--- config.mk ---
export PLATFORM = sky130hd
export DESIGN_NAME = ingress_filter_flat
export DESIGN_NICKNAME = d
export VERILOG_FILES = /design/src/rtl/ingress_filter_if.sv /design/src/rtl/ingress_filter.sv /design/src/flat_wrapper.sv
export SDC_FILE = /design/constraint.sdc
export NUM_CORES = 1
export LEC_CHECK = 0
export ABC_AREA = 1
export CORE_ASPECT_RATIO = 1.1
export CORE_MARGIN = 4
export CORE_UTILIZATION = 70
export CTS_CLUSTER_DIAMETER = 80
export CTS_CLUSTER_SIZE = 14
export DETAILED_ROUTE_END_ITERATION = 12
export DONT_BUFFER_PORTS = 1
export PLACE_DENSITY = 0.84
export SETUP_SLACK_MARGIN = 0.02
export SLEW_MARGIN = 20
export SYNTH_ARGS = -nofsm -noshare
export SYNTH_HDL_FRONTEND = slang
export SYNTH_SLANG_ARGS = --single-unit
--- constraint.sdc ---
create_clock -name clk -period 9.1 [get_ports clk]
set_clock_uncertainty 0.2 [all_clocks]
set_input_delay 1.82 -clock clk [delete_from_list [all_inputs] [get_ports clk]]
set_output_delay 1.82 -clock clk [all_outputs]
set_load 0.02 [all_outputs]
--- src/rtl/ingress_filter_if.sv ---
// Ingress packet / port-FIFO write bus for one ingress_filter port.
// master drives packets and FIFO status; slave is the filter.
interface ingress_filter_if #(
    parameter int PACKET_WIDTH = 16
) ();
    logic                    valid_in;
    logic [PACKET_WIDTH-1:0] pkt_in;
    logic                    fifo_full;
    logic                    fifo_wr_en;
    logic [PACKET_WIDTH-1:0] fifo_wr_data;

    modport master (
        output valid_in,
        output pkt_in,
        output fifo_full,
        input  fifo_wr_en,
        input  fifo_wr_data
    );

    modport slave (
        input  valid_in,
        input  pkt_in,
        input  fifo_full,
        output fifo_wr_en,
        output fifo_wr_data
    );
endinterface

--- src/rtl/ingress_filter.sv ---
// Per-port ingress filter: registers packets, checks headers, feeds the
// port FIFO, keeps saturating stats and quarantines noisy ports.
module ingress_filter #(
    parameter int PACKET_WIDTH = 16,
    parameter int PORT_ID      = 0,
    parameter int CNT_WIDTH    = 16,
    parameter int ERR_LIMIT    = 4,
    parameter int BLOCK_CYCLES = 64
) (
    input  logic                 clk,
    input  logic                 rst_n,
    ingress_filter_if.slave      bus,
    input  logic                 clear_cnt,
    output logic [CNT_WIDTH-1:0] acc_cnt,
    output logic [CNT_WIDTH-1:0] drop_full_cnt,
    output logic [CNT_WIDTH-1:0] drop_full_dest_cnt,
    output logic [CNT_WIDTH-1:0] err_cnt,
    output logic [CNT_WIDTH-1:0] drop_blk_cnt,
    output logic                 blocked
);

    localparam int ERW = (ERR_LIMIT < 1) ? 1 : $clog2(ERR_LIMIT + 1);
    localparam int TW  = $clog2(BLOCK_CYCLES + 1);

    localparam logic [3:0]           SRC_ID   = 4'(PORT_ID);
    localparam logic [3:0]           SELF_BIT = 4'(1 << PORT_ID);
    localparam logic [ERW-1:0]       ERR_MAX  = ERW'(ERR_LIMIT);
    localparam logic [TW-1:0]        BLK_LOAD = TW'(BLOCK_CYCLES);
    localparam logic [CNT_WIDTH-1:0] CNT_MAX  = '1;

    typedef enum logic {
        PASS,
        BLOCK
    } state_t;

    state_t                  state, state_d;
    logic [TW-1:0]           timer, timer_d;
    logic [ERW-1:0]          err_run, err_run_d, err_inc;

    logic                    stage_valid;
    logic [PACKET_WIDTH-1:0] stage_pkt;

    logic [3:0]              src;
    logic [3:0]              tgt;
    logic [1:0]              typ;
    logic                    malformed;
    logic [2:0]              tgt_pop;
    logic [CNT_WIDTH:0]      dest_sum;

    logic                    cls_blk;
    logic                    cls_err;
    logic                    cls_full;
    logic                    cls_acc;

    function automatic logic [CNT_WIDTH-1:0] sat_inc(
        input logic [CNT_WIDTH-1:0] v
    );
        return (v == CNT_MAX) ? v : v + 1'b1;
    endfunction

    always_ff @(posedge clk or negedge rst_n) begin
        if (!rst_n) begin
            stage_valid <= 1'b0;
            stage_pkt   <= '0;
        end else begin
            stage_valid <= bus.valid_in;
            stage_pkt   <= bus.pkt_in;
        end
    end

    assign src = stage_pkt[3:0];
    assign tgt = stage_pkt[7:4];
    assign typ = stage_pkt[9:8];

    assign malformed = (src != SRC_ID)
                     | (tgt == 4'd0)
                     | (|(tgt & SELF_BIT))
                     | (typ == 2'b11);

    assign tgt_pop = 3'(tgt[0]) + 3'(tgt[1])
                   + 3'(tgt[2]) + 3'(tgt[3]);

    assign dest_sum = {1'b0, drop_full_dest_cnt}
                    + (CNT_WIDTH + 1)'(tgt_pop);

    // Exclusive classification: BLOCK beats malformed beats full.
    assign cls_blk  = stage_valid & (state == BLOCK);
    assign cls_err  = stage_valid & (state == PASS) & malformed;
    assign cls_full = stage_valid & (state == PASS) & ~malformed
                    & bus.fifo_full;
    assign cls_acc  = stage_valid & (state == PASS) & ~malformed
                    & ~bus.fifo_full;

    assign bus.fifo_wr_en   = cls_acc;
    assign bus.fifo_wr_data = stage_valid ? stage_pkt : '0;
    assign blocked          = (state == BLOCK);

    assign err_inc = (err_run == '1) ? err_run : err_run + 1'b1;

    always_ff @(posedge clk or negedge rst_n) begin
        if (!rst_n) begin
            state   <= PASS;
            timer   <= '0;
            err_run <= '0;
        end else begin
            state   <= state_d;
            timer   <= timer_d;
            err_run <= err_run_d;
        end
    end

    always_comb begin
        state_d   = state;
        timer_d   = timer;
        err_run_d = err_run;
        unique case (state)
            PASS: begin
                if (stage_valid) begin
                    if (!malformed) begin
                        err_run_d = '0;
                    end else if (ERR_LIMIT != 0 && err_inc == ERR_MAX) begin
                        state_d   = BLOCK;
                        timer_d   = BLK_LOAD;
                        err_run_d = '0;
                    end else begin
                        err_run_d = err_inc;
                    end
                end
            end
            BLOCK: begin
                timer_d = timer - 1'b1;
                if (timer == TW'(1)) begin
                    state_d = PASS;
                end
            end
            default: begin
                state_d = PASS;
            end
        endcase
    end

    always_ff @(posedge clk or negedge rst_n) begin
        if (!rst_n) begin
            acc_cnt            <= '0;
            drop_full_cnt      <= '0;
            drop_full_dest_cnt <= '0;
            err_cnt            <= '0;
            drop_blk_cnt       <= '0;
        end else if (clear_cnt) begin
            acc_cnt            <= '0;
            drop_full_cnt      <= '0;
            drop_full_dest_cnt <= '0;
            err_cnt            <= '0;
            drop_blk_cnt       <= '0;
        end else if (cls_blk) begin
            drop_blk_cnt <= sat_inc(drop_blk_cnt);
        end else if (cls_err) begin
            err_cnt <= sat_inc(err_cnt);
        end else if (cls_full) begin
            drop_full_cnt      <= sat_inc(drop_full_cnt);
            drop_full_dest_cnt <= dest_sum[CNT_WIDTH]
                                ? CNT_MAX
                                : dest_sum[CNT_WIDTH-1:0];
        end else if (cls_acc) begin
            acc_cnt <= sat_inc(acc_cnt);
        end
    end

endmodule

--- src/flat_wrapper.sv ---
// flat-port wrapper written by rule: the top's interface ports become plain ports
module ingress_filter_flat 
#(
    parameter int PACKET_WIDTH = 16,
    parameter int PORT_ID      = 0,
    parameter int CNT_WIDTH    = 16,
    parameter int ERR_LIMIT    = 4,
    parameter int BLOCK_CYCLES = 64
)
  (clk, rst_n, clear_cnt, acc_cnt, drop_full_cnt, drop_full_dest_cnt, err_cnt, drop_blk_cnt, blocked, bus_valid_in, bus_pkt_in, bus_fifo_full, bus_fifo_wr_en, bus_fifo_wr_data);
  ingress_filter_if #(.PACKET_WIDTH(PACKET_WIDTH)) bus_i ();
  input  logic clk;
  input  logic rst_n;
  input  logic clear_cnt;
  output logic [CNT_WIDTH-1:0] acc_cnt;
  output logic [CNT_WIDTH-1:0] drop_full_cnt;
  output logic [CNT_WIDTH-1:0] drop_full_dest_cnt;
  output logic [CNT_WIDTH-1:0] err_cnt;
  output logic [CNT_WIDTH-1:0] drop_blk_cnt;
  output logic blocked;
  input wire logic [$bits(bus_i.valid_in)-1:0] bus_valid_in;
  input wire logic [$bits(bus_i.pkt_in)-1:0] bus_pkt_in;
  input wire logic [$bits(bus_i.fifo_full)-1:0] bus_fifo_full;
  output wire logic [$bits(bus_i.fifo_wr_en)-1:0] bus_fifo_wr_en;
  output wire logic [$bits(bus_i.fifo_wr_data)-1:0] bus_fifo_wr_data;
  assign bus_i.valid_in = bus_valid_in;
  assign bus_i.pkt_in = bus_pkt_in;
  assign bus_i.fifo_full = bus_fifo_full;
  assign bus_fifo_wr_en = bus_i.fifo_wr_en;
  assign bus_fifo_wr_data = bus_i.fifo_wr_data;
  ingress_filter #(.PACKET_WIDTH(PACKET_WIDTH), .PORT_ID(PORT_ID), .CNT_WIDTH(CNT_WIDTH), .ERR_LIMIT(ERR_LIMIT), .BLOCK_CYCLES(BLOCK_CYCLES)) u_core (.clk(clk), .rst_n(rst_n), .bus(bus_i), .clear_cnt(clear_cnt), .acc_cnt(acc_cnt), .drop_full_cnt(drop_full_cnt), .drop_full_dest_cnt(drop_full_dest_cnt), .err_cnt(err_cnt), .drop_blk_cnt(drop_blk_cnt), .blocked(blocked));
endmodule
==> results of run 1 <==
==> cell usage in the layout (no fill, tap or decap), types with 6 or more instances in the layout <==
cell / n
clkbuf_8: 10
dfrtp_1: 108
ha_1: 13
inv_1: 112
nand2_1: 336
nand3_1: 117
nand3b_1: 12
nand4_1: 22
nor2_1: 109
nor2_2: 6
nor2_4: 9
o21ai_0: 27
o21bai_1: 9
xor2_1: 32
==> final cells by class <==
| class | count | area [µm²] |
|---|---|---|
| inverter | 114 | 428 |
| timing repair buffer | 1 | 7.51 |
| sequential | 108 | 2700 |
| fill | 734 | 2410 |
| clock buffer | 10 | 138 |
| multi-input combinational | 727 | 3590 |
| clock inverter | 6 | 72.6 |
| tap | 117 | 146 |
==> kinds of logic (layout without fill, tap and decap cells) <==
kind of cell             after synthesis  in the layout  synth area share (%)
AND/OR/NAND/NOR                      632            632                  40.9
buffers and inverters                139            131                  8.48
flip-flops                           108            108                  39.3
AO/OA/AOI/OAI                         43             43                  3.66
XOR/XNOR                              37             37                  4.72
adder cells (fa/ha/maj)               15             15                  2.95
==> per-stage QoR <==
stage	setup slack, ps	util, %
floorplan	4990	-
global placement	4980	72.4
detailed placement	4980	72.4
CTS	4980	74.6
global route	4970	74.6
finish	4980	74.6
==> state kept, by name, summed over array words and instances, names as in the netlist <==
register	count
u_core.err_run	3
u_core.acc_cnt	16
u_core.timer	7
u_core.drop_blk_cnt	16
u_core.stage_pkt	16
u_core.stage_valid	1
u_core.drop_full_cnt	16
u_core.blocked	1
u_core.drop_full_dest_cnt	16
u_core.err_cnt	16
==> power groups by stage <==
stage          clock, mW  combinational [mW]  sequential, mW
2_1_floorplan          0               0.159           0.560
3_3_place_gp           0               0.173           0.568
3_5_place_dp           0               0.185           0.570
4_1_cts            0.310               0.186           0.561
5_1_grt            0.334               0.215           0.568
6_report           0.307               0.187           0.562
==> layer usage <==
layer,GRT usage (%),up-vias,routed length (µm)
li1,-,3037,-
met1,35.5,2823,6490
met2,47.2,221,7700
met3,6.89,31,1200
met4,9.01,0,238
met5,0,-,0
==> worst paths after layout <==
check                                     from                       endpoint  slack (ps)  cells past startpoint
min in group asynchronous                rst_n  u_core.drop_full_dest_cnt[14]         920                      0
min                            u_core.timer[6]                u_core.timer[6]         320                      2
max reg2reg                u_core.stage_pkt[4]   u_core.drop_full_dest_cnt[1]        5870                     17
max in group asynchronous                rst_n              u_core.err_cnt[3]        7550                      0
max                              bus_fifo_full                 bus_fifo_wr_en        4980                      1
min reg2reg                    u_core.timer[6]                u_core.timer[6]         320                      2
==> impl_summary.log, run 1 <==
INFO  metric areaGrowthSynthToFinish = 3.04%
INFO  metric synthesized_nets = 1010
INFO  metric max_slew_margin = 44.4%
INFO  metric power.share.combinational = 17.7%
INFO  metric run_status = finished, final reports clean
INFO  metric report.final.setup_viol = 0
INFO  metric routed_wl = 15600 µm
INFO  metric effective_utilization_at_floorplan = 72.4%
INFO  metric clk_pin_slew = 90 ps
INFO  metric count_of_antenna_diodes_in_the_layout = 0
INFO  metric worst_path_required = 7080 ps
INFO  metric worstPathBufferInverterCount = 0
INFO  metric post-cts-setup-buffer-count = 0
INFO  metric drt_first_pass_iters = 5
INFO  metric finish.net_count = 997
INFO  metric clock_tree.root_cell = clkbuf_8
INFO  metric critical_path.max_stage_delay = 280 ps
INFO  metric worst_hold_slack = 320 ps
INFO  metric portBuffers = 0
INFO  metric io_pins = 119
INFO  metric postRouteAntennaNets = 0
INFO  metric die_area = 11500 µm²
INFO  metric drt_iter0_drc = 405
INFO  metric die_height = 112 µm
INFO  metric post_cts_hold_buffer_count = 0
INFO  metric placement_rows = 37
INFO  metric final.period_utilization = 45.3%
INFO  metric worst-path-max-fanout = 3
INFO  metric ys_async_sr_fraction = 100%
INFO  metric crit_slowest_cell = nor2_2
INFO  metric dieWidth = 102 µm
INFO  metric maxcap_viol_count = 0
INFO  metric wl_per_cell = 14.4 µm
INFO  metric route.vias.total = 6112
INFO  metric endpoint_kind = output port
INFO  metric ys_seq_elements = 108
INFO  metric place_area = 6870 µm²
INFO  metric dp_hpwl = 11100 µm
INFO  metric globalRouteOverflowTotal = 0
INFO  metric rsz0062_at_grt = false
INFO  metric cell_internal_pwr = 714 µW
INFO  metric core_area = 9490 µm²
INFO  metric part_of_the_power_in_the_clock_network = 29.1%
INFO  metric yosys_most_used_dff = dfrtp_1
INFO  metric final_max_slew_viol_count = 0
INFO  metric synth_top_area_share = 39.3%
INFO  metric grt_use_total = 28.2%
INFO  metric timing.final.hold_violations = 0
INFO  metric netlist_instances = 974
INFO  metric power.static_leakage = 3.60 nW
INFO  metric synth_cell_type_count = 37
INFO  metric wire_length_of_the_first_global_routing_pass = 26700 µm
INFO  metric tritoncts = built
INFO  metric yosysTopAreaCell = dfrtp_1
INFO  metric crit_path_cell_trace = nor2_2
INFO  metric pwr_density_cell = 149 nW/µm²
INFO  metric clock_sinks = 108
INFO  metric ctsResizeCount = 0
INFO  metric synthesis.area = 6870 µm²
INFO  metric setup.worst_path.class = input port to output port
INFO  metric grt_start_max_net_pins = 109
INFO  metric net_switching_power_figure = 341 µW
INFO  metric place.gp.congestion = 0.902
INFO  metric post-place-cells = 1067
INFO  metric power.share.sequential = 53.2%
INFO  metric finish.cell_count_without_fillers = 1083
INFO  metric yosysWarnings = 0
INFO  metric synthMostInstantiatedCell = nand2_1
INFO  metric routed_via_density = 5.64
INFO  metric critical_path.startpoint_type = input port
INFO  metric fin_area = 7080 µm²
INFO  metric worstHoldPathType = flip-flop to flip-flop
INFO  metric power.switching_fraction = 32.3%
INFO  metric htreeDepth = 3
INFO  metric grt_antenna_before_repair = 0
INFO  metric ir_worst_vdd = 0.000159 V
INFO  metric critPathTopFamily = simple AND/OR/NAND/NOR gates
INFO  metric final_layout_size_suffix_gt1_share = 5.18%
INFO  metric synthTopCellsByArea = dfrtp_1 39%, nand2_1 18%, nand3_1 8.5%
INFO  metric synth_seq_area_share = 39.3%
INFO  metric tritoncts.num_buffers = 9
INFO  metric worst_ep_arrival_time = 2100 ps
INFO  metric post-route-drc-count = 0
INFO  metric finalSetupTns = 0 ps
INFO  metric power.total = 1.06 mW
INFO  metric buffer_levels_on_the_longest_clock_path = 2
INFO  metric grt_pass1_vias = 5919
INFO  metric tightest_slew = 834 ps
INFO  metric f_max = 243 MHz
INFO  metric synth_edf_count = 0
INFO  metric period_needed = 4120 ps
INFO  metric clock_insertion_delay_worst_skew = 380 ps
INFO  metric netlist_top_cells_count = 336 x nand2_1, 117 x nand3_1, 112 x inv_1, 109 x nor2_1, 108 x dfrtp_1
INFO  metric syn_avg_cell_area = 7.06 µm²
(Power assumes the default switching activity.)
==> run 2: changes to the inputs <==
- CORE_UTILIZATION: 70 -> 65
- PLACE_DENSITY: 0.84 -> 0.79
- clock period: 9.1 -> 4 ns (I/O delays scaled with it)
==> impl_summary.log, run 2 (same netlist as run 1, synthesis figures left out) <==
INFO  metric run_status = finished, final reports clean
INFO  metric wl_per_cell = 13.4 µm
INFO  metric finish.net_count = 999
INFO  metric drt_iter0_drc = 301
INFO  metric routed_via_density = 5.30
INFO  metric tightest_slew = 658 ps
INFO  metric post-route-drc-count = 0
INFO  metric power.switching_fraction = 30.1%
INFO  metric period_needed = 3090 ps
INFO  metric grt_antenna_before_repair = 0
INFO  metric routed_wl = 14900 µm
INFO  metric most_common_cell_after_layout_fill_and_taps_aside = nand2_1
INFO  metric part_of_the_power_in_the_clock_network = 34.0%
INFO  metric fin_ws = 913 ps
INFO  metric portBuffers = 0
INFO  metric ir_worst_vdd = 0.000255 V
INFO  metric report.final.setup_viol = 0
INFO  metric die_area = 12300 µm²
INFO  metric dieWidth = 106 µm
INFO  metric r2r_slack = 910 ps
INFO  metric power.share.sequential = 49.2%
INFO  metric postRouteAntennaNets = 0
INFO  metric tritoncts.num_buffers = 9
INFO  metric grt_use_total = 24.9%
INFO  metric timing.final.hold_violations = 0
INFO  metric maxcap_viol_count = 0
INFO  metric pwr_density_cell = 358 nW/µm²
INFO  metric dp_hpwl = 10600 µm
INFO  metric tritoncts = built
INFO  metric worst_path_required = 4090 ps
INFO  metric worstHoldPathType = input port to async pin
INFO  metric effective_utilization_at_floorplan = 66.4%
INFO  metric power.static_leakage = 3.66 nW
INFO  metric grt_start_max_net_pins = 109
INFO  metric place_worst_setup_slack = 934 ps
INFO  metric setup.worst_path.class = flip-flop to flip-flop
INFO  metric drt_first_pass_iters = 5
INFO  metric die_height = 116 µm
INFO  metric wire_length_of_the_first_global_routing_pass = 24800 µm
INFO  metric final_layout_size_suffix_gt1_share = 5.27%
INFO  metric areaGrowthSynthToFinish = 5.21%
INFO  metric critical_path.startpoint_type = flip-flop
INFO  metric final_max_slew_viol_count = 0
INFO  metric placement_rows = 39
INFO  metric count_of_antenna_diodes_in_the_layout = 0
INFO  metric f_max = 324 MHz
INFO  metric worst-path-max-fanout = 14
INFO  metric clock_sinks = 108
INFO  metric finalSetupTns = 0 ps
INFO  metric htreeDepth = 3
INFO  metric clock_insertion_delay_worst_skew = 350 ps
INFO  metric core_area = 10300 µm²
INFO  metric grt_pass1_vias = 5347
INFO  metric net_switching_power_figure = 780 µW
INFO  metric r2r_end = u_core.drop_full_dest_cnt[3]
INFO  metric max_slew_margin = 56.0%
INFO  metric power.share.combinational = 16.8%
INFO  metric place.gp.congestion = 0.920
INFO  metric fin_area = 7230 µm²
INFO  metric endpoint_kind = flip-flop
INFO  metric route.vias.total = 5883
INFO  metric startpoint_of_the_worst_slack_reg_to_reg_timing_path = u_core.stage_pkt[4]
INFO  metric rsz0062_at_grt = false
INFO  metric mostFrequentLayoutCells = 336 x nand2_1, 117 x nand3_1, 112 x inv_1
INFO  metric post-cts-setup-buffer-count = 0
INFO  metric timing.critical_path.from = u_core.stage_pkt[4]
INFO  metric clock_tree.root_cell = clkbuf_16
INFO  metric ff2ff_path_depth = 17
INFO  metric final.period_utilization = 77.2%
INFO  metric globalRouteOverflowTotal = 0
INFO  metric io_pins = 119
INFO  metric cell_internal_pwr = 1.81 mW
INFO  metric place_area = 6910 µm²
INFO  metric filler_cell_count = 893
INFO  metric buffer_levels_on_the_longest_clock_path = 2
INFO  metric clk_pin_slew = 70 ps
INFO  metric worst_ep_arrival_time = 3180 ps
-- run 2: power by group through the flow --
stage                     clock, mW  sequential [mW]  combinational (mW)
final                         0.882             1.27               0.436
after global routing          0.937             1.29               0.517
after CTS                     0.899             1.27               0.442
after detailed placement          0             1.29               0.415
after global placement            0             1.29               0.404
after floorplan                   0             1.27               0.361
-- run 2: area by class of cell --
| cell class | instances | area [µm²] | area share (%) |
|---|---|---|---|
| clock buffer | 10 | 239 | 3.31 |
| sequential | 108 | 2700 | 37.4 |
| multi-input combinational | 727 | 3590 | 49.6 |
| clock inverter | 5 | 52.6 | 0.727 |
| timing repair buffer | 3 | 42.5 | 0.588 |
| tap | 143 | 179 | 2.47 |
| inverter | 114 | 428 | 5.92 |
-- run 2: worst max-delay path by stage --
stage | cells past startpoint | to | slack (ps)
floorplan | 18 | u_core.drop_full_dest_cnt[3] | 1150
global placement | 17 | u_core.drop_full_dest_cnt[8] | 1020
detailed placement | 17 | u_core.drop_full_dest_cnt[9] | 930
CTS | 17 | u_core.drop_full_dest_cnt[6] | 910
global route | 17 | u_core.drop_full_dest_cnt[8] | 600
finish | 17 | u_core.drop_full_dest_cnt[3] | 910
-- run 2: critical path, cell delays in order (launching register included) --
cell and delay (ps):
dfrtp_1 400, inv_1 60, ha_1 280, inv_1 70, fa_1 400, inv_1 60, ha_1 130, inv_1 60
fa_1 400, inv_1 70, nand2_1 60, nand2_1 70, nand2_1 130, nor2_4 170, nand3b_4 190, o21ai_0 130
nand2_1 80, nand2_1 70
-- run 2: repair_timing --
action,in CTS,in global routing
resized for setup,0,0
endpoints found under the hold margin,108,0
hold buffers,1,0
-- run 2: layer usage --
layer / vias to the layer above / track usage (%) / routed length [µm]
met3: 15 / 5.74 / 886
met2: 149 / 43.3 / 7300
met1: 2686 / 30.3 / 6490
li1: 3033 / - / -
met5: - / 0 / 0
met4: 0 / 9.84 / 250
-- run 2: per-stage QoR --
stage | util [%] | hold slack (ps) | std cells | power [mW]
finish | 69.9 | 187 | 1110 | 2.59
floorplan | - | 264 | 974 | 1.64
global placement | 66.8 | 287 | 1094 | 1.70
global route | 69.9 | 227 | 1110 | 2.74
detailed placement | 66.8 | 282 | 1094 | 1.71
CTS | 69.9 | 213 | 1110 | 2.62
==> run 3: changes to the inputs <==
- clock period: 4 -> 3.1 ns (I/O delays scaled with it)
==> impl_summary.log, run 3 (same netlist as run 1, synthesis figures left out) <==
INFO  metric run_status = finished, violations left
INFO  metric violations = hold timing
INFO  metric timing.critical_path.from = u_core.stage_pkt[5]
INFO  metric worst_hold_slack = -241 ps
INFO  metric worst_ep_arrival_time = 3010 ps
INFO  metric dp_hpwl = 10800 µm
INFO  metric routed_via_density = 5.33
INFO  metric grt_use_total = 25.2%
INFO  metric critical_path.startpoint_type = flip-flop
INFO  metric routed_wl = 15200 µm
INFO  metric clock_insertion_delay_worst_skew = 350 ps
INFO  metric footprint_of_the_multi_input_gates = 3630 µm²
INFO  metric tritoncts.num_buffers = 9
INFO  metric areaGrowthSynthToFinish = 6.12%
INFO  metric clock_sinks = 108
INFO  metric maxcap_viol_count = 0
INFO  metric grt_antenna_before_repair = 0
INFO  metric tritoncts = built
INFO  metric grt_start_max_net_pins = 109
INFO  metric htreeDepth = 3
INFO  metric place.gp.congestion = 0.936
INFO  metric filler_cell_count = 885
INFO  metric final_layout_size_suffix_gt1_share = 6.58%
INFO  metric finalSetupTns = 0 ps
INFO  metric max_slew_margin = 60.7%
INFO  metric wl_per_cell = 13.7 µm
INFO  metric effective_utilization_at_floorplan = 66.4%
INFO  metric final_max_slew_viol_count = 0
INFO  metric clock_tree.root_cell = clkbuf_16
INFO  metric portBuffers = 0
INFO  metric worst-path-max-fanout = 7
INFO  metric ff2ff_path_depth = 17
INFO  metric drt_first_pass_iters = 4
INFO  metric route.vias.total = 5947
INFO  metric power.static_leakage = 3.71 nW
INFO  metric power.total = 3.38 mW
INFO  metric ir_worst_vdd = 0.000375 V
INFO  metric f_max = 341 MHz
INFO  metric die_height = 116 µm
INFO  metric startpoint_of_the_worst_slack_reg_to_reg_timing_path = u_core.stage_pkt[5]
INFO  metric globalRouteOverflowTotal = 0
INFO  metric place_area = 6930 µm²
INFO  metric r2r_slack = 160 ps
INFO  metric period_needed = 2940 ps
INFO  metric buffer_levels_on_the_longest_clock_path = 2
INFO  metric r2r_end = u_core.drop_full_dest_cnt[8]
INFO  metric area.sequential = 2700 µm²
INFO  metric endpoint_kind = flip-flop
INFO  metric most_common_cell_after_layout_fill_and_taps_aside = nand2_1
INFO  metric mostFrequentLayoutCells = 334 x nand2_1, 116 x nand3_1, 110 x inv_1
INFO  metric dieWidth = 106 µm
INFO  metric postRouteAntennaNets = 0
INFO  metric report.final.setup_viol = 0
INFO  metric worstHoldPathType = input port to async pin
INFO  metric finish.net_count = 1003
INFO  metric core_area = 10300 µm²
INFO  metric clk_pin_slew = 70 ps
INFO  metric pwr_density_cell = 464 nW/µm²
INFO  metric die_area = 12300 µm²
INFO  metric setup.worst_path.class = flip-flop to flip-flop
INFO  metric grt_pass1_vias = 5337
INFO  metric rsz0062_at_grt = true
INFO  metric io_pins = 119
INFO  metric worst_path_required = 3180 ps
INFO  metric drt_iter0_drc = 223
INFO  metric tightest_slew = 589 ps
INFO  metric count_of_antenna_diodes_in_the_layout = 0
INFO  metric placement_rows = 39
INFO  metric fin_area = 7290 µm²
INFO  metric post-route-drc-count = 0
INFO  metric wire_length_of_the_first_global_routing_pass = 25100 µm
INFO  metric timing.final.hold_violations = 108
INFO  metric final.period_utilization = 94.7%
[run 3: where the power goes]
part	total, mW	internal, mW	switching, mW
Combinational	0.549	0.189	0.360
Sequential	1.65	1.51	0.140
Clock	1.19	0.672	0.517
Total	3.38	2.37	1.02
[run 3: metrics by stage]
stage | util, % | worst slack (ps) | cells
floorplan | - | 246 | 974
global placement | 66.9 | 166 | 1096
detailed placement | 66.9 | 80.5 | 1096
CTS | 70.0 | 72.6 | 1112
global route | 70.5 | -25.0 | 1115
finish | 70.5 | 165 | 1115
[run 3: area by class of cell]
type,instances,share of cell area (%)
well taps,143,2.45
repair buffers,6,0.618
inverters,114,5.87
flip-flops and latches,108,37.1
clock buffers,11,3.47
clock inverters,5,0.806
multi-input cells,728,49.7
[run 3: timing repair]
item                                   in CTS  in global routing
setup buffers                               0                  2
setup endpoints to repair                   0                 16
gates resized for setup                     0                 13
endpoints found under the hold margin     108                108
[run 3: metal layers]
layer | part of all wire, % | vias up | global-route usage [%]
met2 | 50 | 152 | 43.9
li1 | - | 3055 | -
met5 | 0 | - | 0
met4 | 1.9 | 0 | 10.3
met3 | 5.5 | 22 | 5.57
met1 | 43 | 2718 | 30.4
[run 3: critical path, cell delays in order, from the launching register on]
cell and delay [ps]:
dfrtp_1 360, inv_1 50, ha_1 260, inv_1 40, fa_1 420, inv_1 60, ha_1 140, inv_2 50
fa_2 360, inv_2 50, nand2_1 60, nand2_1 80, nand2_2 90, nor2_4 210, nand3b_4 170, nand2_1 110
nand2_1 50, o21ai_1 100
[run 3: worst max path at each step]
stage / to
5_1_grt: u_core.drop_full_dest_cnt[1]
4_1_cts: u_core.drop_full_dest_cnt[11]
3_5_place_dp: u_core.drop_full_dest_cnt[11]
3_3_place_gp: u_core.drop_full_dest_cnt[8]
2_1_floorplan: u_core.drop_full_dest_cnt[3]
6_report: u_core.drop_full_dest_cnt[8]
